<file path="src/rtl/acc_pkg.sv">
// Shared accelerator-interface types: instruction kinds, FP memory opcodes and the
// per-instruction metadata carried from dispatch to response.
package acc_pkg;

    localparam int unsigned AccTransIdBits = 3;

    localparam logic [6:0] ACC_OPC_LOAD_FP  = 7'b0000111;
    localparam logic [6:0] ACC_OPC_STORE_FP = 7'b0100111;

    typedef enum logic [1:0] {
        ACC_COMPUTE,
        ACC_LOAD,
        ACC_STORE
    } acc_kind_e;

    typedef struct packed {
        logic [AccTransIdBits-1:0] trans_id;
        acc_kind_e                 kind;
    } acc_meta_t;

    function automatic acc_kind_e acc_classify(input logic [6:0] opcode);
        acc_kind_e kind;
        kind = ACC_COMPUTE;
        if (opcode == ACC_OPC_LOAD_FP) begin
            kind = ACC_LOAD;
        end else if (opcode == ACC_OPC_STORE_FP) begin
            kind = ACC_STORE;
        end
        return kind;
    endfunction

endpackage

</file>
<file path="src/rtl/acc_resp_register.sv">
// Completion-to-response skid register: captures one back-end completion plus its tag and
// kind, holds it stable until the core takes it, and reloads in the handshake cycle.
module acc_resp_register
    import acc_pkg::*;
#(
    parameter int unsigned XLEN        = 64,
    parameter int unsigned TransIdBits = 3
) (
    input  logic                   clk_i,
    input  logic                   rst_i,
    input  logic                   load_valid_i,
    output logic                   load_ready_o,
    input  logic [TransIdBits-1:0] trans_id_i,
    input  acc_kind_e              kind_i,
    input  logic [XLEN-1:0]        result_i,
    input  logic                   error_i,
    input  logic                   fflags_valid_i,
    input  logic [4:0]             fflags_i,
    input  logic                   resp_ready_i,
    output logic                   resp_valid_o,
    output logic [TransIdBits-1:0] resp_trans_id_o,
    output logic [XLEN-1:0]        resp_result_o,
    output logic                   resp_error_o,
    output logic                   resp_fflags_valid_o,
    output logic [4:0]             resp_fflags_o,
    output acc_kind_e              resp_kind_o
);

    typedef struct packed {
        logic [TransIdBits-1:0] trans_id;
        acc_kind_e              kind;
        logic [XLEN-1:0]        result;
        logic                   error;
        logic                   fflags_valid;
        logic [4:0]             fflags;
    } resp_t;

    resp_t resp_q, resp_d;
    logic  valid_q, valid_d;

    assign load_ready_o        = !valid_q || resp_ready_i;
    assign resp_valid_o        = valid_q;
    assign resp_trans_id_o     = resp_q.trans_id;
    assign resp_result_o       = resp_q.result;
    assign resp_error_o        = resp_q.error;
    assign resp_fflags_valid_o = resp_q.fflags_valid;
    assign resp_fflags_o       = resp_q.fflags;
    assign resp_kind_o         = resp_q.kind;

    always_comb begin
        valid_d = valid_q;
        resp_d  = resp_q;
        if (valid_q && resp_ready_i) begin
            valid_d = 1'b0;
        end
        if (load_valid_i && load_ready_o) begin
            valid_d             = 1'b1;
            resp_d.trans_id     = trans_id_i;
            resp_d.kind         = kind_i;
            resp_d.result       = result_i;
            resp_d.error        = error_i;
            resp_d.fflags_valid = fflags_valid_i;
            resp_d.fflags       = fflags_i;
        end
    end

    always_ff @(posedge clk_i or posedge rst_i) begin
        if (rst_i) begin
            valid_q <= 1'b0;
            resp_q  <= '0;
        end else begin
            valid_q <= valid_d;
            resp_q  <= resp_d;
        end
    end

    a_resp_stable: assert property (@(posedge clk_i) disable iff (rst_i)
        (valid_q && !resp_ready_i) |=> (valid_q && $stable(resp_q)));

endmodule

</file>
<file path="src/rtl/fifo_v3.sv">
// Common synchronous FIFO with optional fall-through; DEPTH is expected to be a power of 2.
module fifo_v3 #(
    parameter bit          FALL_THROUGH = 1'b0,
    parameter int unsigned DATA_WIDTH   = 32,
    parameter int unsigned DEPTH        = 8,
    localparam int unsigned ADDR_DEPTH  = (DEPTH > 1) ? $clog2(DEPTH) : 1
) (
    input  logic                  clk_i,
    input  logic                  rst_ni,
    input  logic                  flush_i,
    output logic                  full_o,
    output logic                  empty_o,
    output logic [ADDR_DEPTH-1:0] usage_o,
    input  logic [DATA_WIDTH-1:0] data_i,
    input  logic                  push_i,
    output logic [DATA_WIDTH-1:0] data_o,
    input  logic                  pop_i
);

    logic [ADDR_DEPTH-1:0] read_ptr_q, read_ptr_d;
    logic [ADDR_DEPTH-1:0] write_ptr_q, write_ptr_d;
    logic [ADDR_DEPTH:0]   status_cnt_q, status_cnt_d;
    logic [DATA_WIDTH-1:0] mem_q [DEPTH];

    assign usage_o = status_cnt_q[ADDR_DEPTH-1:0];
    assign full_o  = (status_cnt_q == (ADDR_DEPTH+1)'(DEPTH));
    assign empty_o = (status_cnt_q == '0) && !(FALL_THROUGH && push_i);

    always_comb begin
        read_ptr_d   = read_ptr_q;
        write_ptr_d  = write_ptr_q;
        status_cnt_d = status_cnt_q;
        data_o       = mem_q[read_ptr_q];
        if (push_i && !full_o) begin
            write_ptr_d  = (write_ptr_q == ADDR_DEPTH'(DEPTH - 1)) ? '0
                                                                   : write_ptr_q + ADDR_DEPTH'(1);
            status_cnt_d = status_cnt_q + (ADDR_DEPTH+1)'(1);
        end
        if (pop_i && !empty_o) begin
            read_ptr_d   = (read_ptr_q == ADDR_DEPTH'(DEPTH - 1)) ? '0
                                                                  : read_ptr_q + ADDR_DEPTH'(1);
            status_cnt_d = status_cnt_d - (ADDR_DEPTH+1)'(1);
        end
        if (FALL_THROUGH && (status_cnt_q == '0) && push_i) begin
            data_o = data_i;
        end
        if (flush_i) begin
            read_ptr_d   = '0;
            write_ptr_d  = '0;
            status_cnt_d = '0;
        end
    end

    always_ff @(posedge clk_i or negedge rst_ni) begin
        if (!rst_ni) begin
            read_ptr_q   <= '0;
            write_ptr_q  <= '0;
            status_cnt_q <= '0;
            for (int unsigned i = 0; i < DEPTH; i++) begin
                mem_q[i] <= '0;
            end
        end else begin
            read_ptr_q   <= read_ptr_d;
            write_ptr_q  <= write_ptr_d;
            status_cnt_q <= status_cnt_d;
            if (push_i && !full_o) begin
                mem_q[write_ptr_q] <= data_i;
            end
        end
    end

endmodule

</file>
<file path="src/rtl/acc_req_responder.sv">
// Accelerator-side front end: buffers core requests, issues them in order to the back-end,
// tags completions with trans_id and tracks outstanding accelerator stores.
module acc_req_responder
    import acc_pkg::*;
#(
    parameter int unsigned XLEN           = 64,
    parameter int unsigned TransIdBits    = AccTransIdBits,
    parameter int unsigned ReqDepth       = 2,
    parameter int unsigned MaxOutstanding = 4
) (
    input  logic                   clk_i,
    input  logic                   rst_i,
    input  logic                   req_valid_i,
    output logic                   req_ready_o,
    input  logic [31:0]            req_insn_i,
    input  logic [XLEN-1:0]        req_rs1_i,
    input  logic [XLEN-1:0]        req_rs2_i,
    input  logic [2:0]             req_frm_i,
    input  logic [TransIdBits-1:0] req_trans_id_i,
    input  logic                   req_store_pending_i,
    input  logic                   req_acc_cons_en_i,
    input  logic                   resp_ready_i,
    output logic                   resp_valid_o,
    output logic [TransIdBits-1:0] resp_trans_id_o,
    output logic [XLEN-1:0]        resp_result_o,
    output logic                   resp_error_o,
    output logic                   resp_fflags_valid_o,
    output logic [4:0]             resp_fflags_o,
    output logic                   resp_store_pending_o,
    output logic                   resp_load_complete_o,
    output logic                   resp_store_complete_o,
    output logic                   exe_valid_o,
    input  logic                   exe_ready_i,
    output logic [31:0]            exe_insn_o,
    output logic [XLEN-1:0]        exe_rs1_o,
    output logic [XLEN-1:0]        exe_rs2_o,
    output logic [2:0]             exe_frm_o,
    input  logic                   exe_done_i,
    output logic                   exe_done_ready_o,
    input  logic [XLEN-1:0]        exe_result_i,
    input  logic                   exe_error_i,
    input  logic                   exe_fflags_valid_i,
    input  logic [4:0]             exe_fflags_i
);

    localparam int unsigned CntW   = $clog2(MaxOutstanding) + 1;
    localparam int unsigned ReqAw  = (ReqDepth > 1) ? $clog2(ReqDepth) : 1;
    localparam int unsigned MetaAw = (MaxOutstanding > 1) ? $clog2(MaxOutstanding) : 1;

    typedef struct packed {
        logic [31:0]            insn;
        logic [XLEN-1:0]        rs1;
        logic [XLEN-1:0]        rs2;
        logic [2:0]             frm;
        logic [TransIdBits-1:0] trans_id;
    } req_t;

    req_t              req_in, req_head;
    logic              req_full, req_empty, req_push;
    logic [ReqAw-1:0]  req_usage;
    acc_meta_t         meta_in, meta_head;
    logic              meta_full, meta_empty;
    logic [MetaAw-1:0] meta_usage;
    acc_kind_e         head_kind, resp_kind;
    logic              hold, exe_fire, done_fire, resp_fire, resp_load_ready;
    logic              store_inc, store_dec;
    logic [CntW-1:0]   store_cnt_q, store_cnt_d;
    logic              unused_usage;

    assign unused_usage = ^{req_usage, meta_usage};

    assign req_in = '{insn: req_insn_i, rs1: req_rs1_i, rs2: req_rs2_i, frm: req_frm_i,
                      trans_id: req_trans_id_i};
    assign req_ready_o = !req_full;
    assign req_push    = req_valid_i && req_ready_o;

    fifo_v3 #(
        .FALL_THROUGH (1'b0),
        .DATA_WIDTH   ($bits(req_t)),
        .DEPTH        (ReqDepth)
    ) u_req_fifo (
        .clk_i   (clk_i),
        .rst_ni  (!rst_i),
        .flush_i (1'b0),
        .full_o  (req_full),
        .empty_o (req_empty),
        .usage_o (req_usage),
        .data_i  (req_in),
        .push_i  (req_push),
        .data_o  (req_head),
        .pop_i   (exe_fire)
    );

    // Memory-consistent mode: a load must not overtake scalar stores still in flight in the core.
    assign head_kind   = acc_classify(req_head.insn[6:0]);
    assign hold        = (head_kind == ACC_LOAD) && req_acc_cons_en_i && req_store_pending_i;
    assign exe_valid_o = !req_empty && !meta_full && !hold;
    assign exe_fire    = exe_valid_o && exe_ready_i;
    assign exe_insn_o  = req_head.insn;
    assign exe_rs1_o   = req_head.rs1;
    assign exe_rs2_o   = req_head.rs2;
    assign exe_frm_o   = req_head.frm;

    assign meta_in = '{trans_id: AccTransIdBits'(req_head.trans_id), kind: head_kind};

    fifo_v3 #(
        .FALL_THROUGH (1'b0),
        .DATA_WIDTH   ($bits(acc_meta_t)),
        .DEPTH        (MaxOutstanding)
    ) u_meta_fifo (
        .clk_i   (clk_i),
        .rst_ni  (!rst_i),
        .flush_i (1'b0),
        .full_o  (meta_full),
        .empty_o (meta_empty),
        .usage_o (meta_usage),
        .data_i  (meta_in),
        .push_i  (exe_fire),
        .data_o  (meta_head),
        .pop_i   (done_fire)
    );

    assign exe_done_ready_o = !meta_empty && resp_load_ready;
    assign done_fire        = exe_done_i && exe_done_ready_o;

    acc_resp_register #(
        .XLEN        (XLEN),
        .TransIdBits (TransIdBits)
    ) u_resp_reg (
        .clk_i               (clk_i),
        .rst_i               (rst_i),
        .load_valid_i        (exe_done_i && !meta_empty),
        .load_ready_o        (resp_load_ready),
        .trans_id_i          (TransIdBits'(meta_head.trans_id)),
        .kind_i              (meta_head.kind),
        .result_i            (exe_result_i),
        .error_i             (exe_error_i),
        .fflags_valid_i      (exe_fflags_valid_i),
        .fflags_i            (exe_fflags_i),
        .resp_ready_i        (resp_ready_i),
        .resp_valid_o        (resp_valid_o),
        .resp_trans_id_o     (resp_trans_id_o),
        .resp_result_o       (resp_result_o),
        .resp_error_o        (resp_error_o),
        .resp_fflags_valid_o (resp_fflags_valid_o),
        .resp_fflags_o       (resp_fflags_o),
        .resp_kind_o         (resp_kind)
    );

    assign resp_fire             = resp_valid_o && resp_ready_i;
    assign resp_load_complete_o  = resp_fire && (resp_kind == ACC_LOAD);
    assign resp_store_complete_o = resp_fire && (resp_kind == ACC_STORE);

    assign store_inc = exe_fire && (head_kind == ACC_STORE);
    assign store_dec = resp_fire && (resp_kind == ACC_STORE);

    always_comb begin
        store_cnt_d = store_cnt_q;
        if (store_inc && !store_dec) begin
            store_cnt_d = store_cnt_q + CntW'(1);
        end else if (store_dec && !store_inc) begin
            store_cnt_d = store_cnt_q - CntW'(1);
        end
    end

    always_ff @(posedge clk_i or posedge rst_i) begin
        if (rst_i) begin
            store_cnt_q <= '0;
        end else begin
            store_cnt_q <= store_cnt_d;
        end
    end

    assign resp_store_pending_o = (store_cnt_q != '0);

    a_done_needs_meta: assert property (@(posedge clk_i) disable iff (rst_i)
        exe_done_i |-> !meta_empty);
    a_cnt_no_overflow: assert property (@(posedge clk_i) disable iff (rst_i)
        (store_inc && !store_dec) |-> (store_cnt_q != CntW'(MaxOutstanding)));
    a_cnt_no_underflow: assert property (@(posedge clk_i) disable iff (rst_i)
        (store_dec && !store_inc) |-> (store_cnt_q != '0));

endmodule

</file>
<file path="config.mk">
export PLATFORM = sky130hd
export DESIGN_NAME = acc_req_responder
export DESIGN_NICKNAME = d
export VERILOG_FILES = /design/src/rtl/acc_pkg.sv /design/src/rtl/acc_resp_register.sv /design/src/rtl/fifo_v3.sv /design/src/rtl/acc_req_responder.sv
export SDC_FILE = /design/constraint.sdc
export NUM_CORES = 1
export LEC_CHECK = 0
export BUFFER_PORTS_ARGS = -buffer_cell sky130_fd_sc_hd__buf_2
export CAP_MARGIN = 20
export CORE_ASPECT_RATIO = 0.9
export CORE_MARGIN = 5
export CORE_UTILIZATION = 54
export CTS_CLUSTER_DIAMETER = 120
export DETAILED_ROUTE_END_ITERATION = 7
export PLACE_DENSITY = 0.91
export SYNTH_ARGS = -nofsm -noshare
export SYNTH_HDL_FRONTEND = slang
export SYNTH_SLANG_ARGS = --single-unit
</file>
<file path="constraint.sdc">
create_clock -name clk_i -period 17 [get_ports clk_i]
set_clock_uncertainty 0.15 [all_clocks]
set_input_delay 1.7 -clock clk_i [delete_from_list [all_inputs] [get_ports clk_i]]
set_output_delay 1.7 -clock clk_i [all_outputs]
set_load 0.01 [all_outputs]
</file>
==> results of run 1 <==
[flip-flops by register name, indices dropped and copies added, names as in the netlist, 2 cells and up]
signal                      count
u_resp_reg.resp_fflags_o        5
u_meta_fifo.read_ptr_q          2
store_cnt_q                     3
u_resp_reg.resp_result_o       64
u_meta_fifo.mem_q              20
u_meta_fifo.status_cnt_q        3
u_req_fifo.status_cnt_q         2
u_resp_reg.resp_kind_o          2
u_resp_reg.resp_trans_id_o      3
u_meta_fifo.write_ptr_q         2
u_req_fifo.mem_q              332
[cell usage after synthesis, types with 2 or more instances]
cell type  instances
mux2_4            21
mux2_2           575
nand2b_1           2
nor2_1             3
nand3_1            2
xor2_1             5
buf_4            163
dfrtp_1          443
a211oi_1           2
buf_6              5
o21ai_0            2
inv_1             10
nand2_1           11
mux4_2             5
nor2b_1            3
xnor2_1            6
and2_4             4
buf_2             34
mux2i_1            2
a21oi_1            2
nor3_1             2
ha_1              11
and2_1             2
clkbuf_1          32
[routing by layer]
metal  GRT usage  up-vias
li1            -     5248
met4      0.0996        6
met5           0        -
met3      0.0646      122
met2       0.376      451
met1       0.260     6033
[power groups by stage]
stage,registers [W],logic [W],clock network (W)
2_1_floorplan,0.00182,0.00182,0
3_3_place_gp,0.00187,0.00199,0
3_5_place_dp,0.00191,0.00206,0
4_1_cts,0.00190,0.00208,0.00106
5_1_grt,0.00196,0.00223,0.00111
6_report,0.00191,0.00205,0.00104
[logic make-up after synthesis]
logic type | Yosys count | share of synthesized area
flops | 443 | 0.550
fa+ha+maj | 12 | 0.00781
compound gates | 12 | 0.00465
buf+inv | 244 | 0.0797
simple gates | 37 | 0.0104
mux | 603 | 0.343
xor+xnor | 11 | 0.00478
[cell type report]
cell class                      count  area (sq um)  area share
Clock buffer                       62          1290      0.0553
Sequential cell                   443         11100       0.475
Timing Repair Buffer              498          2530       0.108
Tap cell                          483           604      0.0259
Clock inverter                     20           265      0.0114
Inverter                           10          45.0     0.00193
Multi-Input combinational cell    675          7510       0.321
Antenna cell                       14          35.0     0.00150
[worst min path at each step]
stage	startpoint	slack (ns)	cells past startpoint	to
floorplan	store_cnt_q[2]	0.29	1	store_cnt_q[2]
global placement	store_cnt_q[2]	0.31	1	store_cnt_q[2]
detailed placement	store_cnt_q[2]	0.33	1	store_cnt_q[2]
CTS	store_cnt_q[2]	0.34	1	store_cnt_q[2]
global route	store_cnt_q[2]	0.35	1	store_cnt_q[2]
finish	store_cnt_q[2]	0.35	1	store_cnt_q[2]
[metrics by stage]
step,cells,power (W),setup WS [ns]
2_1_floorplan,1362,0.00364,2.81
3_3_place_gp,2109,0.00387,12.09
3_5_place_dp,2109,0.00397,12.08
4_1_cts,2191,0.00504,11.45
5_1_grt,2203,0.00530,11.27
6_report,2205,0.00500,11.45
==> impl_results.md, run 1 <==
* Syn nets at 1619
* Global route overflow at 0
* Crit path capture: exe_insn_o[9]
* Synth-to-Final Area Change at 15.8%
* Number of global-route vias before repair at 13200
* Final core area utilization at 0.631
* Fin crit share at 0.326
* Worst setup SP type: flop
* Worst endpoint required time at 15.15 ns
* Worst stage delay on the critical path at 0.79 ns
* Net Switching at 0.00165 W
* Placed Area at 0.0218 sq mm
* CTS clock-pin slew for the worst setup and hold paths at 0.06 ns
* Die extent in y at 193 um
* Most frequent cells in the layout: mux2_2 (575), buf_2 (488), dfrtp_1 (442)
* Chip Width at 214 um
* Max cap viols at 0
* Maximum vdd drop at 167 uV
* Number of routed nets with antenna violations at 0
* Cell Int Power at 0.00335 W
* # IOs at 489
* H-tree depth at 2
* Clock Root Buffer: clkbuf_16
* Via/cell ratio at 5.38
* Die Area at 0.0413 sq mm
* Post-CTS Setup Bufs at 0
* Dpl hpwl at 32.2 mm
* Async S/R FF share, synth at 1.00
* Crit path max-delay family: buffers and inverters
* Post-synthesis instance total at 1362
* Crit. End Element: output port
* Pwr/cell area at 214 mW/mm^2
* First-pass detailed-route iteration total at 4
* Final hold vios at 0
* Max FO, Critical Path at 68
* Largest net degree at the start of global routing at 177
* Clk pwr share at 0.207
* Cells resized by post-CTS repair at 0
* Port buffer count at 488
* Comb pwr share at 0.411
* Min-Delay Path Class: reg -> reg
* Top cell type's share of synthesized area at 0.550
* Max layer used: met5
* Starting DRC count in detailed routing at 560
* Worst path buffer plus inverter count at 3
* Unrepaired setup endpoints after global routing: false
* Number of placement rows at 67
* Most common cell after layout, fill and taps aside: mux2_2
* Global-route wire length before repair at 73.4 mm
* Routed length per instance at 21.2 um
* CTS buffer count at 45
* Pins over their slew limit at 0
* Metal-1 WL at 17.2 mm
* Antenna violations before repair at 16
* CTS Hold Bufs at 0
* Status: complete, no violations
* Minimum clock period at 5.55 ns
* Slowest-stage cell, CP: buf_4
* CP Cell Sequence: buf_4 > buf_4 > mux2_2 > buf_2
* Fillers at 2612
* CTS tree: yes
* Syn. warnings at 0
* Metal2 WL at 23.7 mm
* Crit path top cell by count: buf_4
* Area contributors post-synth: dfrtp_1 (55%), mux2_2 (32%), buf_4 (6.1%)
* Library cells used by synthesis at 39
* Flop pwr share at 0.382
* Initial Util at 0.544
* Critical Path Start: u_req_fifo.read_ptr_q
* NumNets Final at 1930
* Total Neg Setup Slack at 0 ns
* Clock Path Buffers at 3
* Clk Latency, worst-skew pair at 0.55 ns
* Min Hold Slack at 0.346 ns
* R2R Path Start: u_req_fifo.read_ptr_q
* Setup violations, final at 0
* Setup Crit Path Kind: reg -> out
* R2R depth at 11
* Ys flop type: dfrtp_1
* Met3 WL at 3.92 mm
* WP data arrival at 3.70 ns
* Via count at 11900
* Synth area leader: dfrtp_1
* Layout cells sized above 1 at 0.693
* Net Sw Frac at 0.330
* Critical Path Stages at 4
* Final GP Congestion at 0.853
* P_leak at 10.8 nW
* Avg Cell Area, Syn at 14.8 sq um
* Worst-Margin Slew at 1.09 ns
* Max Fclk at 0.180 GHz
* Fin area at 0.0234 sq mm
* Register area share after synthesis at 0.550
* #FFs+latches synth at 443
* R2r setup slk at 12.77 ns
* Netlist Area Pre-Place at 0.0202 sq mm
* Sinks on Clock Net at 443
* Post-synth EDFFs at 0
* Relative slew slack at 0.274
* DRC viols at 0
* Total track usage at 0.221
* Final wirelength at 46.8 mm
* Core area at 0.0371 sq mm
* Worst R2R End: store_cnt_q[2]
Power figures use the tool's default switching activity.
==> run 2, diff against run 1 <==
--- a/config.mk
+++ b/config.mk
@@ -9,10 +9,10 @@
 export CAP_MARGIN = 20
 export CORE_ASPECT_RATIO = 0.9
 export CORE_MARGIN = 5
-export CORE_UTILIZATION = 54
+export CORE_UTILIZATION = 49
 export CTS_CLUSTER_DIAMETER = 120
 export DETAILED_ROUTE_END_ITERATION = 7
-export PLACE_DENSITY = 0.91
+export PLACE_DENSITY = 0.88
 export SYNTH_ARGS = -nofsm -noshare
 export SYNTH_HDL_FRONTEND = slang
 export SYNTH_SLANG_ARGS = --single-unit
==> constraint.sdc (replaced) <==
create_clock -name clk_i -period 4.5 [get_ports clk_i]
set_clock_uncertainty 0.15 [all_clocks]
set_input_delay 0.45 -clock clk_i [delete_from_list [all_inputs] [get_ports clk_i]]
set_output_delay 0.45 -clock clk_i [all_outputs]
set_load 0.01 [all_outputs]
==> impl_results.md, run 2 (same netlist as run 1, synthesis figures left out) <==
* Status: complete, no violations
* NumNets Final at 2175 (+13%)
* Most common cell after layout, fill and taps aside: mux2_2
* Worst setup SP type: flop
* Worst endpoint required time at 3.90 ns (-11.25 ns)
* Final core area utilization at 0.637 (+0.00608)
* Flop pwr share at 0.373 (-0.009)
* Pins over their slew limit at 0 (unchanged)
* First-pass detailed-route iteration total at 4 (unchanged)
* Setup violations, final at 0 (unchanged)
* Via/cell ratio at 5.29 (-1.6%)
* # IOs at 489 (unchanged)
* Total track usage at 0.237 (+0.0159)
* CTS tree: yes
* Hold path start: req_rs1_i[10]
* Die extent in y at 202 um (+4.7%)
* Final GP Congestion at 0.840 (-1.6%)
* Core area at 0.0406 sq mm (+9.7%)
* Final hold vios at 0 (unchanged)
* DRC viols at 0 (unchanged)
* R2r setup slk at 1.15 ns (-11.62 ns)
* Max cap viols at 0 (unchanged)
* Most flops, register: u_req_fifo.mem_q
* Net Switching at 0.00676 W (+310%)
* Final wirelength at 55.0 mm (+18%)
* Initial Util at 0.496 (-0.0480)
* Layout cells sized above 1 at 0.613 (-0.0799)
* Dpl hpwl at 31.6 mm (-1.9%)
* R2R depth at 10 (-1)
* Number of placement rows at 70 (+4.5%)
* R2R Path Start: u_req_fifo.read_ptr_q
* Crit path max-delay family: buffers and inverters
* Worst R2R End: store_cnt_q[2]
* Fin area at 0.0259 sq mm (+11%)
* Starting DRC count in detailed routing at 679 (+21%)
* Maximum vdd drop at 591 uV (+250%)
* Via count at 13200 (+11%)
* Total Neg Setup Slack at 0 ns (unchanged)
* CP Cell Sequence: buf_4 > mux2_2 > buf_2
* Worst stage delay on the critical path at 0.85 ns (+0.06 ns)
* Most frequent cells in the layout: mux2_2 (575), buf_2 (488), dfrtp_1 (442)
* Number of global-route vias before repair at 14900 (+13%)
* Worst-Margin Slew at 0.981 ns (-0.107 ns)
* Clk Latency, worst-skew pair at 0.56 ns (about the same)
* Max FO, Critical Path at 69 (+1.5%)
* Antenna violations before repair at 4 (-12)
* Routed length per instance at 22.1 um (+4.2%)
* Comb pwr share at 0.431 (+0.020)
* Worst Hold Path EP: u_req_fifo.mem_q[80]
* Clk pwr share at 0.196 (-0.011)
* Global-route wire length before repair at 86.3 mm (+18%)
* WP data arrival at 2.96 ns (-0.74 ns)
* Pwr/cell area at 752 mW/mm^2 (+250%)
* Sinks on Clock Net at 443 (unchanged)
* Chip Width at 224 um (+4.7%)
* Max Fclk at 0.281 GHz
* Synth-to-Final Area Change at 28.3%
* Port buffer count at 488 (unchanged)
* Hold Crit Depth at 2 (+1)
* CTS clock-pin slew for the worst setup and hold paths at 0.06 ns (about the same)
* Crit. End Element: output port
* H-tree depth at 2 (unchanged)
* Clock Root Buffer: clkbuf_16
* Placed Area at 0.0220 sq mm (+1.0%)
* Minimum clock period at 3.56 ns
* P_leak at 11.9 nW (+9.6%)
* Slowest-stage cell, CP: dfrtp_4
* Min-Delay Path Class: in -> reg
* Fin crit share at 0.791
* Die Area at 0.0453 sq mm (+9.7%)
* Max FFs per register at 332 (unchanged)
* Worst path buffer plus inverter count at 2 (-1)
* Global route overflow at 0 (unchanged)
* Cell Int Power at 0.0127 W (+280%)
* Relative slew slack at 0.346 (+0.0713)
* Setup Crit Path Kind: reg -> out
* Largest net degree at the start of global routing at 94 (-47%)
* Net Sw Frac at 0.347 (+0.0168)
* Unrepaired setup endpoints after global routing: false
* Critical Path Start: u_req_fifo.read_ptr_q
* Cells resized by post-CTS repair at 0 (unchanged)
* Clock Path Buffers at 3 (unchanged)
* CTS buffer count at 45 (unchanged)
* Number of routed nets with antenna violations at 0 (unchanged)
-- run 2: cell count changes in the layout (fill, tap and decap cells not counted), moves of 2 or more --
| cell | delta |
|---|---|
| buf_12 | +8 |
| bufinv_16 | -2 |
| clkbuf_1 | -7 |
| clkbuf_16 | -2 |
| clkbuf_8 | +4 |
| clkinv_2 | +3 |
| diode_2 | -10 |
| dlygate4sd3_1 | +236 |
| inv_6 | -2 |
-- run 2: final cells by class --
cell class	instances	area, sq um
antenna	4	10.0
clock buffer	57	1270
clock inverter	19	203
fill	2664	14800
inverter	10	41.3
multi-input combinational	675	7510
sequential	443	11100
tap	540	676
timing repair buffer	743	5080
-- run 2: timing repair --
action	4_1_cts	5_1_grt
endpoints found under the hold margin	424	0
setup buffers	0	0
hold buffers	236	0
-- run 2: metal layers --
layer | routed length, um | vias to the layer above | global-route usage
met5 | 0 | - | 0
met4 | 2660 | 0 | 0.109
met3 | 4050 | 175 | 0.0636
met2 | 28400 | 559 | 0.422
met1 | 19900 | 6750 | 0.267
li1 | - | 5704 | -
-- run 2: worst max-delay path by stage --
stage / end / slack (ns) / cells past startpoint
after floorplan: store_cnt_q[0] / -2.09 / 1
after detailed placement: store_cnt_q[2] / 1.19 / 10
after CTS: exe_rs1_o[46] / 0.94 / 3
final: exe_rs1_o[12] / 0.94 / 3
after global placement: store_cnt_q[2] / 1.25 / 10
after global routing: exe_rs1_o[46] / 0.86 / 3
-- run 2: metrics by stage --
stage	setup WS, ns	power (W)	std cells	hold slack, ns
after CTS	0.942	0.0191	2486	0.00301
after global placement	1.25	0.0146	2174	0.309
after global routing	0.861	0.0204	2491	0.0197
final	0.941	0.0195	2491	0.0481
after detailed placement	1.19	0.0151	2174	0.312
after floorplan	-2.09	0.0137	1362	0.286
-- run 2: power groups by stage --
stage	logic (W)	registers (W)	clock network (W)
finish	0.00839	0.00726	0.00380
global route	0.00893	0.00744	0.00404
CTS	0.00820	0.00709	0.00382
detailed placement	0.00795	0.00712	0
global placement	0.00773	0.00691	0
floorplan	0.00688	0.00687	0
==> run 3, diff against run 2 <==
--- a/config.mk
+++ b/config.mk
@@ -9,10 +9,10 @@
 export CAP_MARGIN = 20
 export CORE_ASPECT_RATIO = 0.9
 export CORE_MARGIN = 5
-export CORE_UTILIZATION = 49
+export CORE_UTILIZATION = 54
 export CTS_CLUSTER_DIAMETER = 120
 export DETAILED_ROUTE_END_ITERATION = 7
-export PLACE_DENSITY = 0.88
+export PLACE_DENSITY = 0.91
 export SYNTH_ARGS = -nofsm -noshare
 export SYNTH_HDL_FRONTEND = slang
 export SYNTH_SLANG_ARGS = --single-unit
==> constraint.sdc (replaced) <==
create_clock -name clk_i -period 3.73 [get_ports clk_i]
set_clock_uncertainty 0.15 [all_clocks]
set_input_delay 0.373 -clock clk_i [delete_from_list [all_inputs] [get_ports clk_i]]
set_output_delay 0.373 -clock clk_i [all_outputs]
set_load 0.01 [all_outputs]
==> impl_results.md, run 3 (same netlist as run 1, synthesis figures left out) <==
* Status: complete, no violations
* Slowest-stage cell, CP: buf_4
* Number of placement rows at 67 (-4.3%)
* Final GP Congestion at 0.876 (+4.3%)
* Comb pwr share at 0.433 (+0.002)
* Max FO, Critical Path at 61 (-12%)
* Worst setup SP type: flop
* WP data arrival at 2.92 ns (-0.04 ns)
* First-pass detailed-route iteration total at 7 (+3)
* R2R depth at 12 (+2)
* CTS buffer count at 44 (-2.2%)
* Worst stage delay on the critical path at 0.73 ns (-0.12 ns)
* CP Cell Sequence: buf_4 > buf_4 > mux2_2 > buf_2
* Worst endpoint required time at 3.21 ns (-0.69 ns)
* H-tree depth at 2 (unchanged)
* Cells after DPL at 2119 (-2.5%)
* Final hold vios at 0 (unchanged)
* Global route overflow at 0 (unchanged)
* CTS tree: yes
* Most flops, register: u_req_fifo.mem_q
* Pins over their slew limit at 0 (unchanged)
* Setup Crit Path Kind: reg -> out
* Clock Root Buffer: clkbuf_16
* Hold Crit Depth at 5 (+3)
* DRC viols at 0 (unchanged)
* Cell Int Power at 0.0153 W (+20%)
* Crit path max-delay family: buffers and inverters
* Routed length per instance at 23.7 um (+7.1%)
* Min-Delay Path Class: in -> reg
* Synth-to-Final Area Change at 27.9%
* Clk pwr share at 0.193 (-0.003)
* Via/cell ratio at 5.49 (+3.8%)
* Port buffer count at 488 (unchanged)
* Setup violations, final at 0 (unchanged)
* Finished Layout Cells at 2446 (-1.8%)
* # IOs at 489 (unchanged)
* Max cap viols at 0 (unchanged)
* Via count at 13400 (+1.9%)
* Most frequent cells in the layout: mux2_2 (575), buf_2 (488), dfrtp_1 (442)
* Max FFs per register at 332 (unchanged)
* Flop pwr share at 0.374 (about the same)
* Crit path top cell by count: buf_4
* Dpl hpwl at 33.6 mm (+6.4%)
* Clock Path Buffers at 3 (unchanged)
* Cells resized by post-CTS repair at 0 (unchanged)
* Minimum clock period at 3.44 ns
* Clk Latency, worst-skew pair at 0.56 ns (about the same)
* Fin crit share at 0.922
* Most common cell after layout, fill and taps aside: mux2_2
* Number of routed nets with antenna violations at 0 (unchanged)
* Crit. End Element: output port
* Antenna violations before repair at 13 (+9)
* Largest net degree at the start of global routing at 95 (+1.1%)
* Number of global-route vias before repair at 15100 (+1.6%)
* Unrepaired setup endpoints after global routing: false
* Total track usage at 0.274 (+0.0365)
* Sinks on Clock Net at 443 (unchanged)
* Pwr/cell area at 915 mW/mm^2 (+22%)
* NumNets Final at 2178 (+0.14%)
* Chip Width at 214 um (-4.5%)
* Maximum vdd drop at 712 uV (+20%)
* Initial Util at 0.544 (+0.0480)
* P_leak at 11.8 nW (-0.21%)
* CTS clock-pin slew for the worst setup and hold paths at 0.06 ns (about the same)
* Max Fclk at 0.291 GHz
* Die Area at 0.0413 sq mm (-8.8%)
* Core area at 0.0371 sq mm (-8.8%)
* Global-route wire length before repair at 89.2 mm (+3.3%)
* Worst path buffer plus inverter count at 3 (+1)
* Min Hold Slack at 0.154 ns (+0.106 ns)
* Starting DRC count in detailed routing at 805 (+19%)
* Layout cells sized above 1 at 0.608 (-0.00464)
* Net Sw Frac at 0.352 (+0.00489)
* Relative slew slack at 0.370 (+0.0238)
* Critical Path Stages at 4 (+1)
* Net Switching at 0.00832 W (+23%)
* Final wirelength at 57.9 mm (+5.2%)
* Worst-Margin Slew at 0.946 ns (-0.0358 ns)
* Die extent in y at 193 um (-4.5%)
* Post-CTS Setup Bufs at 0 (unchanged)
==> run 3: cell count changes in the layout (fill, tap and decap cells not counted), moves of 3 or more <==
| cell | delta |
|---|---|
| dlygate4sd3_1 | +3 |
| clkbuf_1 | +8 |
| diode_2 | +7 |
| buf_4 | +4 |
| clkinv_2 | -7 |
==> run 3: what timing repair did <==
action | CTS | global route
setup endpoints to repair | 0 | 0
hold endpoints to repair | 426 | 0
hold buffers | 239 | 0
==> run 3: worst paths after layout <==
kind / start / endpoint / slack (ns)
worst max-delay path: u_req_fifo.read_ptr_q / exe_rs1_o[42] / 0.29
max in group asynchronous: rst_i / u_req_fifo.mem_q[50] / 1.96
worst min-delay path: exe_ready_i / u_meta_fifo.write_ptr_q[1] / 0.15
worst max register to register: u_req_fifo.status_cnt_q[0] / store_cnt_q[2] / 0.51
worst min register to register: u_req_fifo.mem_q[82] / u_req_fifo.mem_q[82] / 0.35
min in group asynchronous: rst_i / u_req_fifo.mem_q[297] / 0.41
==> run 3: power groups by stage <==
stage | Sequential (W) | Clock (W) | Combinational (W)
floorplan | 0.00829 | 0 | 0.00830
global placement | 0.00846 | 0 | 0.00924
detailed placement | 0.00865 | 0 | 0.00961
CTS | 0.00861 | 0.00457 | 0.00992
global route | 0.00901 | 0.00483 | 0.0108
finish | 0.00884 | 0.00456 | 0.0102
==> run 3: cell type report <==
cell class	count	area [sq um]
antenna	11	27.5
clock buffer	63	1270
clock inverter	14	185
fill	2169	11300
inverter	10	41.3
multi-input combinational	675	7510
sequential	443	11100
tap	483	604
timing repair buffer	747	5070
==> run 3: per-stage QoR <==
| step | instance area, sq um | TNS (ns) | total power [W] | util | worst slack (ns) |
|---|---|---|---|---|---|
| floorplan | 20200 | -1231.63 | 0.0166 | - | -2.78 |
| global route | 25800 | 0 | 0.0247 | 0.696 | 0.213 |
| CTS | 25800 | 0 | 0.0231 | 0.696 | 0.305 |
| detailed placement | 21900 | 0 | 0.0183 | 0.592 | 0.666 |
| finish | 25800 | 0 | 0.0236 | 0.696 | 0.292 |
| global placement | 21900 | 0 | 0.0177 | 0.592 | 0.806 |
==> run 3: tightest hold or removal path, cell delays in order <==
cell	delay (ns)
buf_2	0.10
nand2_1	0.06
a21oi_2	0.13
nand2_1	0.09
o21ai_0	0.06
==> run 3: routing by layer <==
metal | global-route usage | vias up | routed length, um
met2 | 0.466 | 664 | 29400
met3 | 0.0766 | 226 | 4480
met4 | 0.144 | 6 | 3300
li1 | - | 5753 | -
met1 | 0.312 | 6790 | 20700
met5 | 0 | - | 41
